### src/rtl/mac_dot_sequencer.sv
// mac_dot_sequencer: controller-side sequencer for mac_array_8x.
// Packs LANES (data, weight) byte pairs into one vector and hands it to the
// array. Each vector gets a clear pulse and then an enable pulse. The
// returned partial sums are accumulated over len vectors, and one signed dot
// product is presented on a valid/ready result port.
module mac_dot_sequencer #(
    parameter int LANES   = 8,
    parameter int LEN_W   = 8,
    parameter int ACC_W   = 24,
    parameter int TIMEOUT = 64
) (
    input  logic                 clk,
    input  logic                 rst_n,
    input  logic                 start,
    input  logic [LEN_W-1:0]     len,
    output logic                 busy,
    input  logic                 s_valid,
    output logic                 s_ready,
    input  logic [7:0]           s_data,
    input  logic [7:0]           s_weight,
    output logic                 mac_clear,
    output logic                 mac_enable,
    output logic [8*LANES-1:0]   mac_data,
    output logic [8*LANES-1:0]   mac_weight,
    input  logic [15:0]          mac_partial_sum,
    input  logic                 mac_valid,
    output logic                 res_valid,
    input  logic                 res_ready,
    output logic [ACC_W-1:0]     res_data,
    output logic                 res_overflow,
    output logic                 res_error
);

    localparam logic [2:0] ST_IDLE  = 3'd0;
    localparam logic [2:0] ST_LOAD  = 3'd1;
    localparam logic [2:0] ST_CLEAR = 3'd2;
    localparam logic [2:0] ST_ISSUE = 3'd3;
    localparam logic [2:0] ST_WAIT  = 3'd4;
    localparam logic [2:0] ST_DONE  = 3'd5;

    localparam int IDX_W = (LANES > 1) ? $clog2(LANES) : 1;
    localparam int TO_W  = $clog2(TIMEOUT) + 1;

    logic [2:0]           state_r;
    logic [2:0]           state_nxt_s;
    logic [LEN_W-1:0]     remain_r;
    logic [IDX_W-1:0]     idx_r;
    logic [8*LANES-1:0]   data_lanes_r;
    logic [8*LANES-1:0]   weight_lanes_r;
    logic [ACC_W-1:0]     acc_r;
    logic                 ovf_r;
    logic                 err_r;
    logic [TO_W-1:0]      tout_r;

    logic                 busy_r;
    logic                 s_ready_r;
    logic                 mac_clear_r;
    logic                 mac_enable_r;
    logic                 res_valid_r;

    logic                 beat_s;
    logic                 last_beat_s;
    logic                 timeout_s;
    logic [ACC_W-1:0]     sum_ext_s;
    logic [ACC_W-1:0]     acc_sum_s;
    logic                 add_ovf_s;

    // Signed add overflow: operands agree in sign, result disagrees.
    function automatic logic add_overflow(input logic a_msb, input logic b_msb,
                                          input logic r_msb);
        return (a_msb == b_msb) && (r_msb != a_msb);
    endfunction

    // Beat acceptance, timeout detection and accumulator arithmetic.
    always_comb begin
        beat_s      = s_valid && s_ready_r;
        last_beat_s = beat_s && (idx_r == IDX_W'(LANES - 1));
        // The enable cycle counts as the first elapsed cycle, so the
        // error result appears exactly TIMEOUT cycles after mac_enable.
        timeout_s   = (tout_r == TO_W'(TIMEOUT - 2));
        sum_ext_s   = {{(ACC_W-16){mac_partial_sum[15]}}, mac_partial_sum};
        acc_sum_s   = acc_r + sum_ext_s;
        add_ovf_s   = add_overflow(acc_r[ACC_W-1], sum_ext_s[ACC_W-1],
                                   acc_sum_s[ACC_W-1]);
    end

    // Next-state decode of the job sequencer.
    always_comb begin
        state_nxt_s = state_r;
        case (state_r)
            ST_IDLE: begin
                if (start) begin
                    if (len == LEN_W'(0)) begin
                        state_nxt_s = ST_DONE;
                    end else begin
                        state_nxt_s = ST_LOAD;
                    end
                end else begin
                    state_nxt_s = ST_IDLE;
                end
            end
            ST_LOAD: begin
                if (last_beat_s) begin
                    state_nxt_s = ST_CLEAR;
                end else begin
                    state_nxt_s = ST_LOAD;
                end
            end
            ST_CLEAR: state_nxt_s = ST_ISSUE;
            ST_ISSUE: state_nxt_s = ST_WAIT;
            ST_WAIT: begin
                if (mac_valid) begin
                    if (remain_r == LEN_W'(1)) begin
                        state_nxt_s = ST_DONE;
                    end else begin
                        state_nxt_s = ST_LOAD;
                    end
                end else if (timeout_s) begin
                    state_nxt_s = ST_DONE;
                end else begin
                    state_nxt_s = ST_WAIT;
                end
            end
            ST_DONE: begin
                // start is deliberately not looked at here
                if (res_ready) begin
                    state_nxt_s = ST_IDLE;
                end else begin
                    state_nxt_s = ST_DONE;
                end
            end
            default: state_nxt_s = ST_IDLE;
        endcase
    end

    // State register plus registered control outputs decoded from next state.
    always_ff @(posedge clk) begin
        if (!rst_n) begin
            state_r      <= ST_IDLE;
            busy_r       <= 1'b0;
            s_ready_r    <= 1'b0;
            mac_clear_r  <= 1'b0;
            mac_enable_r <= 1'b0;
            res_valid_r  <= 1'b0;
        end else begin
            state_r      <= state_nxt_s;
            busy_r       <= (state_nxt_s != ST_IDLE);
            s_ready_r    <= (state_nxt_s == ST_LOAD);
            mac_clear_r  <= (state_nxt_s == ST_CLEAR);
            mac_enable_r <= (state_nxt_s == ST_ISSUE);
            res_valid_r  <= (state_nxt_s == ST_DONE);
        end
    end

    // Lane packing, vector counting and the timeout counter.
    always_ff @(posedge clk) begin
        if (!rst_n) begin
            remain_r       <= {LEN_W{1'b0}};
            idx_r          <= {IDX_W{1'b0}};
            data_lanes_r   <= {(8*LANES){1'b0}};
            weight_lanes_r <= {(8*LANES){1'b0}};
            tout_r         <= {TO_W{1'b0}};
        end else begin
            case (state_r)
                ST_IDLE: begin
                    if (start) begin
                        remain_r <= len;
                        idx_r    <= {IDX_W{1'b0}};
                    end
                end
                ST_LOAD: begin
                    if (beat_s) begin
                        data_lanes_r[{idx_r, 3'b000} +: 8]   <= s_data;
                        weight_lanes_r[{idx_r, 3'b000} +: 8] <= s_weight;
                        if (last_beat_s) begin
                            idx_r <= {IDX_W{1'b0}};
                        end else begin
                            idx_r <= idx_r + IDX_W'(1);
                        end
                    end
                end
                ST_ISSUE: tout_r <= {TO_W{1'b0}};
                ST_WAIT: begin
                    tout_r <= tout_r + TO_W'(1);
                    if (mac_valid) begin
                        remain_r <= remain_r - LEN_W'(1);
                    end
                end
                default: ;
            endcase
        end
    end

    // Accumulator and the sticky overflow / error flags of the current job.
    always_ff @(posedge clk) begin
        if (!rst_n) begin
            acc_r <= {ACC_W{1'b0}};
            ovf_r <= 1'b0;
            err_r <= 1'b0;
        end else if ((state_r == ST_IDLE) && start) begin
            acc_r <= {ACC_W{1'b0}};
            ovf_r <= 1'b0;
            err_r <= 1'b0;
        end else if (state_r == ST_WAIT) begin
            if (mac_valid) begin
                acc_r <= acc_sum_s;
                ovf_r <= ovf_r | add_ovf_s;
            end else if (timeout_s) begin
                err_r <= 1'b1;
            end
        end
    end

    assign busy         = busy_r;
    assign s_ready      = s_ready_r;
    assign mac_clear    = mac_clear_r;
    assign mac_enable   = mac_enable_r;
    assign mac_data     = data_lanes_r;
    assign mac_weight   = weight_lanes_r;
    assign res_valid    = res_valid_r;
    assign res_data     = acc_r;
    assign res_overflow = ovf_r;
    assign res_error    = err_r;

endmodule

### config.mk
export PLATFORM = sky130hd
export DESIGN_NAME = mac_dot_sequencer
export DESIGN_NICKNAME = d
export VERILOG_FILES = /design/src/rtl/mac_dot_sequencer.sv
export SDC_FILE = /design/constraint.sdc
export NUM_CORES = 1
export LEC_CHECK = 0
export ABC_AREA = 1
export CORE_ASPECT_RATIO = 0.5
export CORE_UTILIZATION = 40
export CTS_BUF_LIST = sky130_fd_sc_hd__clkbuf_4
export CTS_CLUSTER_DIAMETER = 150
export DETAILED_ROUTE_END_ITERATION = 12
export PLACE_DENSITY = 0.66
export SETUP_SLACK_MARGIN = 0.15
export SYNTH_ARGS = -nofsm -noshare
export SYNTH_HDL_FRONTEND = slang
export SYNTH_SLANG_ARGS = --single-unit
### constraint.sdc
create_clock -name clk -period 5.93 [get_ports clk]
set_clock_uncertainty 0.15 [all_clocks]
set_input_delay 1.186 -clock clk [delete_from_list [all_inputs] [get_ports clk]]
set_output_delay 1.186 -clock clk [all_outputs]
set_load 0.005 [all_outputs]
Yosys cells after proc, flatten, opt, wreduce, memory -nomap -nowiden. Cells that the tools add are included.

Bits of input ports: 46. Word-level logic and storage cells: 76. Output and inout bits: 159. Bits in registers: 180.

Add/sub/neg operators: 5. Equality and inequality tests: 17. Bitwise operators: 3. Shift operators: 3. Reductions and logical operators: 16. Mux-type cells: 18.

Operator list (count): bitwise mux 64 bit (2); variable part select 8 x 8 -> 64 bit (2); variable shift 8 x 8 -> 64 bit, first input constant (1); adder 24 bit (1); two-way mux 3 bit (8); one-hot mux 3 bit (6 select lines) (1); two-way mux 8 bit (2); one-hot mux 8 bit (2 select lines) (1); one-hot mux 7 bit (2 select lines) (1); equality test 3 x 2 -> 1 bit, second input constant (4); equality test 3 bit, second input constant (4); AND reduction 3 bit (3); equality test 8 x 1 -> 1 bit, second input constant (1); zero test 8 bit (1); negation 6 -> 8 bit (1); subtractor 8 x 1 -> 8 bit, second input constant (1); adder 7 x 1 -> 7 bit, second input constant (1); equality test 7 x 6 -> 1 bit, second input constant (1); equality test 3 x 1 -> 1 bit, second input constant (2); inequality test 2 bit, second input constant (3); one-hot mux 3 bit (2 select lines) (1); nonzero test 2 bit (3); logical AND 1 bit (4); AND reduction 2 bit (2); other kinds (10) (11).

Depth between registers and ports, before layout. Gate-level depths: netlist of run 1.

Depth in word-level cells: 5. Gate-level depth with buffers: 14. Gate-level depth less buffers: 14.

Worst setup path before layout of run 1. No wires, ideal clock.

Path kind: input to register. From: input port mac_partial_sum[0]. To: register acc_r[18], in the netlist res_data[18]. Slack: 3.083 ns. Data required time: 5.671 ns. Arrival: 2.589 ns. Cell stages on the path: 14. Path buffers: 0. Cells stage by stage: ha_1 fa_1 nand3_1 nand3_1 nand2_1 nand2_1 nand2_1 nand2_1 nand2_1 nand2_1 nand2_1 nand3_1 nand2_1 inv_1.

Longest elaborated chain between the ends: 1.

Ends and longest elaborated chain: from (decl) (RTL line 25) `input logic [15:0] mac_partial_sum,`; adder 24 bit (RTL line 82) `acc_sum_s = acc_r + sum_ext_s;`; to (signal assigned) (RTL line 197) `acc_r <= {ACC_W{1'b0}};`; to (signal assigned) (RTL line 201) `acc_r <= {ACC_W{1'b0}};`; to (signal assigned) (RTL line 206) `acc_r <= acc_sum_s;`; to (decl) (RTL line 50) `logic [ACC_W-1:0] acc_r;`.

Every way passes these cells. A chain may end at the register's enable or synchronous reset.

Worst setup path in the final report of run 1.
From: register idx_r[0]. To: register data_lanes_r[39], in the netlist mac_data[39].

Longest elaborated chain between the ends: 3.

Ends and longest elaborated chain: from (decl) (RTL line 47) `logic [IDX_W-1:0] idx_r;`; from (signal assigned) (RTL line 159) `idx_r <= {IDX_W{1'b0}};`; from (signal assigned) (RTL line 168) `idx_r <= {IDX_W{1'b0}};`; from (signal assigned) (RTL line 176) `idx_r <= {IDX_W{1'b0}};`; negation 6 -> 8 bit * (RTL line 173) `data_lanes_r[{idx_r, 3'b000} +: 8] <= s_data;`; variable part select 8 x 8 -> 64 bit / variable shift 8 x 8 -> 64 bit (equally long branches) (RTL line 173); bitwise mux 64 bit * (RTL line 173); to (signal assigned) (RTL line 160) `data_lanes_r <= {(8*LANES){1'b0}};`; to (signal, indexed assignment) (RTL line 173); to (decl) (RTL line 48) `logic [8*LANES-1:0] data_lanes_r;`.

Every way passes the cells marked *; elsewhere a longest branch is shown, timed or not.

==> results of run 1 <==
sequential cells by signal, indices dropped and copies added, names as in the netlist, 3 cells and up:
| register | count |
|---|---|
| idx_r | 3 |
| tout_r | 7 |
| mac_data | 64 |
| mac_weight | 64 |
| remain_r | 8 |
| res_data | 24 |
| state_r | 3 |
critical path, cell delays in order (launching register included):
cell and delay, ps:
dfxtp_1 720, inv_1 230, ha_1 260, ha_1 430
inv_2 150, nor2_1 280, nand3_1 140, nor2_2 800
o21ai_0 200, a21oi_1 200
cells by family (layout without fill, tap and decap cells):
| logic type | count (synthesis) | count (layout) |
|---|---|---|
| xor gates and xnor gates | 9 | 9 |
| and+or+nand+nor | 524 | 524 |
| AOI/OAI and AO/OA | 280 | 280 |
| adders and majority gates | 35 | 35 |
| buffers and inverters | 202 | 388 |
| DFF | 180 | 180 |
| other | 0 | 1 |
routing by layer:
layer,routed length (µm),up-vias
met5,0,-
met4,511,0
met3,1500,36
met2,12300,259
met1,11900,4072
li1,-,4354
power by group through the flow:
stage	Combinational (mW)	Sequential [mW]	Clock (mW)
2_1_floorplan	0.104	1.25	0
3_3_place_gp	0.181	1.25	0
3_5_place_dp	0.184	1.25	0
4_1_cts	0.185	1.23	0.713
5_1_grt	0.204	1.23	0.766
6_report	0.186	1.23	0.694
cell usage in the layout (no fill, tap or decap), types with 4 or more instances in the layout:
master	count
nor4_4	5
xor2_1	8
nand2_1	171
inv_2	8
nand3_1	57
ha_1	34
o21ai_0	150
nand4_1	15
nor2_1	234
a21oi_1	96
clkdlybuf4s50_1	203
o21bai_1	12
or2_2	13
nor3_1	15
buf_4	4
inv_1	142
clkbuf_4	17
a211oi_1	7
dfxtp_1	180
per-stage QoR:
| step | power, mW | setup slack (ps) | area, µm² | cells |
|---|---|---|---|---|
| final | 2.11 | 2290 | 11200 | 1709 |
| after global routing | 2.20 | 1970 | 11200 | 1709 |
| after CTS | 2.13 | 2250 | 11200 | 1708 |
| after detailed placement | 1.44 | 2250 | 10900 | 1680 |
| after global placement | 1.44 | 2240 | 10900 | 1680 |
| after floorplan | 1.36 | 3080 | 8700 | 1230 |
cell type report:
cell class,count,share of cell area (%)
multi-input combinational,848,38.6
inverter,152,5.10
clock buffer,17,1.14
timing repair buffer,208,18.5
clock inverter,11,1.16
tap,292,3.27
antenna,1,0.0224
sequential,180,32.2
worst paths after layout:
path / startpoint / end / slack [ps] / depth (start not counted)
worst min-delay path: res_overflow / res_overflow / 320 / 2
worst max-delay path: idx_r[0] / mac_data[39] / 2290 / 9
worst min register to register: res_overflow / res_overflow / 320 / 2
worst max register to register: idx_r[0] / mac_data[39] / 2290 / 9
==> metrics.md, run 1 <==
| Metric | Value |
|---|---|
| Status | complete, no violations |
| Clk root buf | clkbuf_4 |
| Cell Area, Synth | approximately 8700 µm² |
| Number of global-route vias before repair | approximately 8000 |
| DR iter-0 viols | 591 |
| Synth Area in Adders | a little over 5% |
| First-pass GRT wire length | between 40 and 50 mm |
| Cell variety after synth | 40 |
| Final Max Slew Viols | 0 |
| Yosys top cell by area | dfxtp_1 |
| Internal power | between 1.5 and 2 mW |
| Post-CTS Setup Inserts | 0 |
| Critical Path RT | between 6000 and 7000 ps |
| F_max | ~270 MHz |
| Pin count of the biggest net entering global routing | ~130 |
| Synth Area in XOR/XNOR | less than 1% |
| DR vias/cell | 5.10 |
| Met3 Use GR | under 10% |
| RSZ-0062 raised after global routing | no |
| VDD IR max | around 0.11 mV |
| Grt total ovfl | 0 |
| Synth cell count leaders | nor2_1, dfxtp_1, nand2_1, o21ai_0, inv_1 |
| Crit path kind | reg2reg |
| Clock Latency Late Sink | 600 ps |
| GRT Total Usage | around a quarter |
| # H-tree levels | 4 |
| GP Congestion | 0.954 |
| DP Wirelength | between 15 and 20 mm |
| Area grow syn2layout | 28.6% |
| Leak | between 4 and 5 nW |
| Starting density of the core | between 40% and 50% |
| Die footprint | approximately 22000 µm² |
| Worst Setup End Kind | register |
| Post-cts hold buffer count | 0 |
| Primary FF master, synth | dfxtp_1 |
| Vias post-DR | 8721 |
| Ys Warns | 0 |
| Synth Area in Compound Gates | ~17% |
| Initial antenna violation count | 1 |
| Yosys reg bits | 180 |
| Routing usage on met2 | 38.2% |
| # DRC | 0 |
| Syn Nets | about 1300 |
| Final ANT Viol Nets | 0 |
| PD cells | 188 nW/µm² |
| Final #Nets | approximately 1500 |
| Die Height | around 110 µm |
| Post-CTS resize count | 0 |
| Final hold slack | ~320 ps |
| Ratio of cells with drive above 1 in the final layout | 4.59% |
| Final setup fails | 0 |
| Setup tns final | 0 ps |
| Worst Tran Pin Value | between 1000 and 1500 ps |
| Routing usage on met1 | between 30% and 40% |
| Buffers on Ports | roughly 200 |
| Synth area leaders | dfxtp_1, nor2_1, o21ai_0 |
| Sink Count | 180 |
| Sequential fraction of the synthesis area | between 40% and 50% |
| Routed WL | approximately 26 mm |
| Post-synthesis mux area share | 0% |
| Worst Hold Class | reg2reg |
| Max-Cap Viols | 0 |
| Largest family of logic cells by synthesized area | simple AND/OR/NAND/NOR gates |
| Clock power frac | 32.9% |
| Comb pwr share | under 10% |
| Syn Inst Count | around 1200 |
| Final Cycle Share | 61.4% |
| Filler cells | 2042 |
| IO Count | ~210 |
| Post-layout min period | 3640 ps |
| Num rows | 37 |
| Area of the multi-input gates | roughly 4300 µm² |
| Yosys top cell area share | 41.4% |
| Clk buf depth | 2 |
| Post-Synth Simple-Gate Area | roughly a quarter |
| Core area | roughly 21000 µm² |
| Most used routing layer | met2 |
| Register area | around 3600 µm² |
| Data arrival time of the critical path | around 4000 ps |
| Critical path peak fanout | 32 |
| Sw power | 571 µW |
| CTS tree | done |
| Startpoint types | register |
| Most frequent cell after synthesis | nor2_1 |
| Drt pass-1 iters | 5 |
| Async S/R FF share, synth | 0% |
| Clock slew at reported path FFs | about 150 ps |
| Synthesized area per cell | approximately 7 µm² |
| Wire per inst | 15.3 µm |
| Fin util | about 53% |
| Post-synth EDFFs | 0 |
| Sw Share | between 20% and 30% |
| Max_slew headroom | ~26% |
| Flop pwr share | between 50 and 60% |
| Final hold violations | 0 |
| Die width | approximately 210 µm |
| Number of CTS-inserted buffers | 17 |
(Power assumes the default switching activity.)
==> run 2, diff against run 1 <==
--- a/config.mk
+++ b/config.mk
@@ -11,7 +11,7 @@
 export CTS_BUF_LIST = sky130_fd_sc_hd__clkbuf_4
 export CTS_CLUSTER_DIAMETER = 150
 export DETAILED_ROUTE_END_ITERATION = 12
-export PLACE_DENSITY = 0.66
+export PLACE_DENSITY = 0.69
 export SETUP_SLACK_MARGIN = 0.15
 export SYNTH_ARGS = -nofsm -noshare
 export SYNTH_HDL_FRONTEND = slang
==> constraint.sdc (replaced) <==
create_clock -name clk -period 2.9 [get_ports clk]
set_clock_uncertainty 0.15 [all_clocks]
set_input_delay 0.58 -clock clk [delete_from_list [all_inputs] [get_ports clk]]
set_output_delay 0.58 -clock clk [all_outputs]
set_load 0.005 [all_outputs]
==> run 2 against run 1 <==
- non-clock buffer count is 25 higher
- sequential share of layout area is 0.61 points lower
- via count is 0.39% higher
==> metrics.md, run 2 (synthesis results as in run 1) <==
| Metric | Value |
|---|---|
| CTS tree | done |
| Setup tns final | 0 ps (unchanged) |
| Clock slew at reported path FFs | 130 ps (-20 ps) |
| Sw power | 1.16 mW (+100%) |
| Num rows | 37 (unchanged) |
| Leak | 5.13 nW (+3.0%) |
| Ratio of cells with drive above 1 in the final layout | 6.37% (+1.8 points) |
| Sink Count | 180 (unchanged) |
| Number of CTS-inserted buffers | 17 (unchanged) |
| Most common cell after layout, fill and taps aside | nor2_1 |
| First-pass GRT wire length | 42.3 mm (+1.8%) |
| Die width | 211 µm (unchanged) |
| Flop pwr share | 59.0% (+0.7 points) |
| DR vias/cell | 5.04 (-1.2%) |
| Core area | 20900 µm² (unchanged) |
| Post-CTS resize count | 0 (unchanged) |
| Crit path kind | reg2reg |
| Worst Tran Pin Value | 533 ps (-581 ps) |
| Clk root buf | clkbuf_4 |
| Die footprint | 22400 µm² (unchanged) |
| Drt pass-1 iters | 5 (unchanged) |
| Most frequent cells in the layout | nor2_1, clkdlybuf4s50_1, dfxtp_1, nand2_1, o21ai_0 |
| # DRC | 0 (unchanged) |
| Initial antenna violation count | 0 (-1) |
| Post-cts hold buffer count | 0 (unchanged) |
| Final Max Slew Viols | 0 (unchanged) |
| Filler cells | 2050 (+0.39%) |
| Area grow syn2layout | 31.0% |
| Post-CTS Setup Inserts | 0 (unchanged) |
| Number of global-route vias before repair | 8120 (+2.6%) |
| Worst Setup End Kind | register |
| Post-layout min period | 2500 ps (-1140 ps) |
| Inserted Diodes | 0 (-1) |
| Die Height | 106 µm (unchanged) |
| CP most frequent cell | ha_1 |
| Grt total ovfl | 0 (unchanged) |
| GP Congestion | 0.928 (-2.7%) |
| Max_slew headroom | 64.5% (+39 points) |
| Internal power | 3.09 mW (+100%) |
| GRT Total Usage | 24.2% (+0.61 points) |
| DR iter-0 viols | 501 (-15%) |
| Crit-path leading delay family | buffers and inverters |
| Data arrival time of the critical path | 2870 ps (-1150 ps) |
| Final hold slack | 326 ps (+7.79 ps) |
| Routed WL | 26.9 mm (+2.8%) |
| Largest stage delay, worst path | 490 ps (-310 ps) |
| Max-Cap Viols | 0 (unchanged) |
| Sw Share | 27.2% (+0.10 points) |
| Final #Nets | 1513 (+1.7%) |
| RSZ-0062 raised after global routing | no |
| Worst Hold Class | reg2reg |
| Critical path peak fanout | 32 (unchanged) |
| Clock power frac | 31.5% (-1.4 points) |
| Reg-to-reg slack, setup | 400 ps (-1890 ps) |
| Crit path cell chain | inv_1 -> ha_1 -> ha_1 -> inv_2 -> nand2_1 -> nor4_4 -> buf_4 -> o21ai_0 -> a21oi_1 |
| Pin count of the biggest net entering global routing | 128 (unchanged) |
| Wire per inst | 15.5 µm (+1.2%) |
| CP max stage cell | dfxtp_1 |
| Critical Path RT | 3270 ps (-3040 ps) |
| Clk buf depth | 2 (unchanged) |
| VDD IR max | 0.298 mV (+170%) |
| PD cells | 373 nW/µm² (+98%) |
| Status | complete, no violations |
| Clock Latency Late Sink | 600 ps (about the same) |
| Final Cycle Share | 86.2% (+25 points) |
| F_max | 400 MHz (+46%) |
| Buffers on Ports | 204 (unchanged) |
| # H-tree levels | 4 (unchanged) |
| Startpoint types | register |
| Starting density of the core | 41.6% (unchanged) |
| Final ANT Viol Nets | 0 (unchanged) |
| Final setup fails | 0 (unchanged) |
| Comb pwr share | 9.5% (+0.7 points) |
| WP buf/inv | 3 (+1) |
| Vias post-DR | 8755 (+0.39%) |
| Final hold violations | 0 (unchanged) |
| IO Count | 205 (unchanged) |
| DP Wirelength | 20.0 mm (+4.0%) |
==> run 2: cell types whose count changed in the layout (fill, tap and decap cells not counted), moves of 2 or more <==
cell / delta
buf_12: +3
clkinv_4: +2
clkinvlp_4: -2
clkbuf_4: +2
clkinv_2: +2
buf_4: +22
==> run 2: final timing paths <==
path | to | startpoint | depth (start not counted)
setup / recovery | mac_weight[5] | idx_r[1] | 9
hold / removal | res_overflow | res_overflow | 2
setup reg to reg | mac_weight[5] | idx_r[1] | 9
hold reg to reg | res_overflow | res_overflow | 2
==> run 2: worst min-delay path, delay by kind of cell, from the launching register on <==
| family | cells | cell delay [ps] |
|---|---|---|
| DFF | 1 | 350 |
| AOI/OAI and AO/OA | 1 | 50 |
| buffers and inverters | 1 | 50 |
==> run 2: power by group through the flow <==
stage	sequential, mW	combinational, mW	clock [mW]
after CTS	2.51	0.400	1.39
after detailed placement	2.56	0.398	0
final	2.51	0.402	1.34
after floorplan	2.56	0.213	0
after global placement	2.56	0.392	0
after global routing	2.51	0.440	1.50
==> run 2: through the flow <==
stage          instances  util, %  power (mW)  setup slack [ps]  cell area [µm²]
2_1_floorplan       1230        -        2.77               371             8700
3_3_place_gp        1705     53.3        2.95              80.1            11200
3_5_place_dp        1705     53.3        2.96              48.0            11200
4_1_cts             1736     54.5        4.29               380            11400
5_1_grt             1736     54.5        4.45               165            11400
6_report            1736     54.5        4.25               399            11400
==> run 2: area by class of cell <==
| class | count | area [µm²] | area share (%) |
|---|---|---|---|
| clock buffers | 19 | 143 | 1.25 |
| clock inverters | 12 | 108 | 0.944 |
| inverters | 152 | 571 | 5.00 |
| multi-input cells | 848 | 4320 | 37.9 |
| flip-flops and latches | 180 | 3600 | 31.6 |
| well taps | 292 | 365 | 3.20 |
| repair buffers | 233 | 2290 | 20.1 |
==> run 2: per-layer routing <==
metal	part of all wire, %	vias up	GRT usage (%)
met2	46	250	39.1
met3	5.4	37	5.17
met5	0	-	0
met4	2.4	0	8.59
met1	46	4070	31.9
li1	-	4398	-
==> run 3, diff against run 2 <==
--- a/config.mk
+++ b/config.mk
@@ -11,6 +11,7 @@
 export CTS_BUF_LIST = sky130_fd_sc_hd__clkbuf_4
 export CTS_CLUSTER_DIAMETER = 150
 export DETAILED_ROUTE_END_ITERATION = 12
+export HOLD_SLACK_MARGIN = 0.02
 export PLACE_DENSITY = 0.69
 export SETUP_SLACK_MARGIN = 0.15
 export SYNTH_ARGS = -nofsm -noshare
==> constraint.sdc (replaced) <==
create_clock -name clk -period 2.29 [get_ports clk]
set_clock_uncertainty 0.15 [all_clocks]
set_input_delay 0.458 -clock clk [delete_from_list [all_inputs] [get_ports clk]]
set_output_delay 0.458 -clock clk [all_outputs]
set_load 0.005 [all_outputs]
==> run 3 against run 2 <==
- hold slack lost 100 ps
- global-route usage grew 0.26 points
- combinational power grew 42%
- sequential power grew 26%
- routed wire length grew 3.6%
- sequential share of layout area shrank 1.4 points
- cell count grew 4.6%
- non-clock buffer count grew 77
- count of clock-buffer cells in the layout shrank 2
- largest power group unchanged
==> metrics.md, run 3 (synthesis results as in run 1) <==
| Metric | Value |
|---|---|
| Status | complete, no violations |
| Clk root buf | clkbuf_4 |
| Post-layout min period | between 2000 and 2500 ps |
| # H-tree levels | 4 (unchanged) |
| Filler cells | 1957 (-4.5%) |
| Num rows | 37 (unchanged) |
| RSZ-0062 raised after global routing | yes |
| Leak | 7.27 nW (+42%) |
| Critical Path RT | 1680 ps (-1590 ps) |
| First-pass GRT wire length | 43.5 mm (+3.0%) |
| Worst Setup End Kind | output pin |
| Wire per inst | 15.4 µm (-0.87%) |
| Max_slew headroom | 64.0% (-0.50 points) |
| Final setup fails | 0 (unchanged) |
| # DRC | 0 (unchanged) |
| DR vias/cell | 4.98 (-1.2%) |
| Area grow syn2layout | 44.2% |
| Routed WL | 27.9 mm (+3.6%) |
| Pin count of the biggest net entering global routing | 128 (unchanged) |
| Placed cell area | 11500 µm² (+3.5%) |
| GRT Total Usage | 24.4% (+0.26 points) |
| Crit path cell chain | clkdlybuf4s50_1 |
| Number of global-route vias before repair | 8455 (+4.1%) |
| Largest stage delay, worst path | 500 ps (about the same) |
| Max-Cap Viols | 0 (unchanged) |
| Sink Count | 180 (unchanged) |
| Worst Hold Class | in2reg |
| Number of CTS-inserted buffers | 17 (unchanged) |
| Final Non-Filler Cells | 1815 (+4.6%) |
| Die width | 211 µm (unchanged) |
| Final hold violations | 0 (unchanged) |
| Crit path kind | reg2out |
| Final Cycle Share | roughly nine tenths |
| Routing usage on met2 | 40.7% (+1.6 points) |
| WP buf/inv | 1 (-2) |
| Met3 Use GR | 5.44% (+0.27 points) |
| Buffers on Ports | 204 (unchanged) |
| Vias post-DR | 9047 (+3.3%) |
| GP Congestion | 0.849 (-8.5%) |
| Clock Latency Late Sink | 600 ps (about the same) |
| Startpoint types | register |
| PD cells | 436 nW/µm² (+17%) |
| Drt pass-1 iters | 5 (unchanged) |
| Critical path peak fanout | 2 (-94%) |
| Placed insts | 1752 (+2.8%) |
| Final Max Slew Viols | 0 (unchanged) |
| IO Count | 205 (unchanged) |
| Final ANT Viol Nets | 0 (unchanged) |
| Most used routing layer | met2 |
| CP max stage cell | clkdlybuf4s50_1 |
| Finished Cell Area | 12500 µm² (+10%) |
| Fin util | 60.0% (+5.5 points) |
| Final #Nets | 1590 (+5.1%) |
| Routing usage on met1 | 31.9% (about the same) |
| DR iter-0 viols | 586 (+17%) |
| Clock slew at reported path FFs | 160 ps (+30 ps) |
| Ratio of cells with drive above 1 in the final layout | 22.9% (+16 points) |
| Starting density of the core | 41.6% (unchanged) |
| CTS tree | done |
| Worst Tran Pin Value | 536 ps (+3.08 ps) |
| Die footprint | 22400 µm² (unchanged) |
| F_max | 482 MHz |
| Final hold slack | 224 ps (-101 ps) |
| Most frequent cells in the layout | nor2_1, nand2_1, o21ai_0, dfxtp_2, inv_1 |
| VDD IR max | 0.287 mV (-3.8%) |
| DP Wirelength | 20.3 mm (+1.7%) |
| Clk buf depth | 2 (unchanged) |
| Post-cts hold buffer count | 0 (unchanged) |
| Initial antenna violation count | 1 (+1) |
| Data arrival time of the critical path | 1470 ps (-1400 ps) |
| Most common cell after layout, fill and taps aside | nor2_1 |
| Grt total ovfl | 0 (unchanged) |
| Die Height | 106 µm (unchanged) |
| Core area | 20900 µm² (unchanged) |
| Crit-path leading delay family | buffers and inverters |
## run 3: routing by layer
layer  routed length (µm)  up-vias
met5                    0        -
met4                  454        0
met3                 1400       31
met2                13400      233
met1                12700     4227
li1                     -     4556
## run 3: final cells by class
type,count,area (µm²),area share [%]
antenna,1,2.50,0.0199
clock buffer,17,128,1.02
clock inverter,15,141,1.13
inverter,152,577,4.60
multi-input combinational,848,4470,35.6
sequential,180,3790,30.2
tap,292,365,2.91
timing repair buffer,310,3080,24.5
## run 3: power breakdown
group	internal [mW]	switching [mW]
sequential	3.15	0.0156
combinational	0.240	0.330
clock	0.477	1.25
total	3.87	1.60
## run 3: metrics by stage
stage,worst slack (ps),TNS (ps),total power [mW]
5_1_grt,103,0,5.72
2_1_floorplan,141,0,3.52
6_report,215,0,5.47
3_5_place_dp,-359,-5260,3.79
4_1_cts,110,0,5.50
3_3_place_gp,-374,-4630,3.78
## run 3: worst paths after layout
path | startpoint | to | slack [ps] | cells past startpoint
worst min register to register | res_overflow | res_overflow | 320 | 2
worst max register to register | idx_r[0] | mac_data[40] | 230 | 8
worst max-delay path | mac_data[0] | mac_data[0] | 210 | 1
worst min-delay path | rst_n | remain_r[0] | 220 | 4
## run 3: what timing repair did
| action | in CTS | in global routing |
|---|---|---|
| endpoints found under the setup margin | 151 | 174 |
| pin swaps | 2 | 5 |
| buffers inserted | 16 | 9 |
| cloned | 2 | 3 |
| hold endpoints to repair | 0 | 0 |
| resized for setup | 156 | 154 |
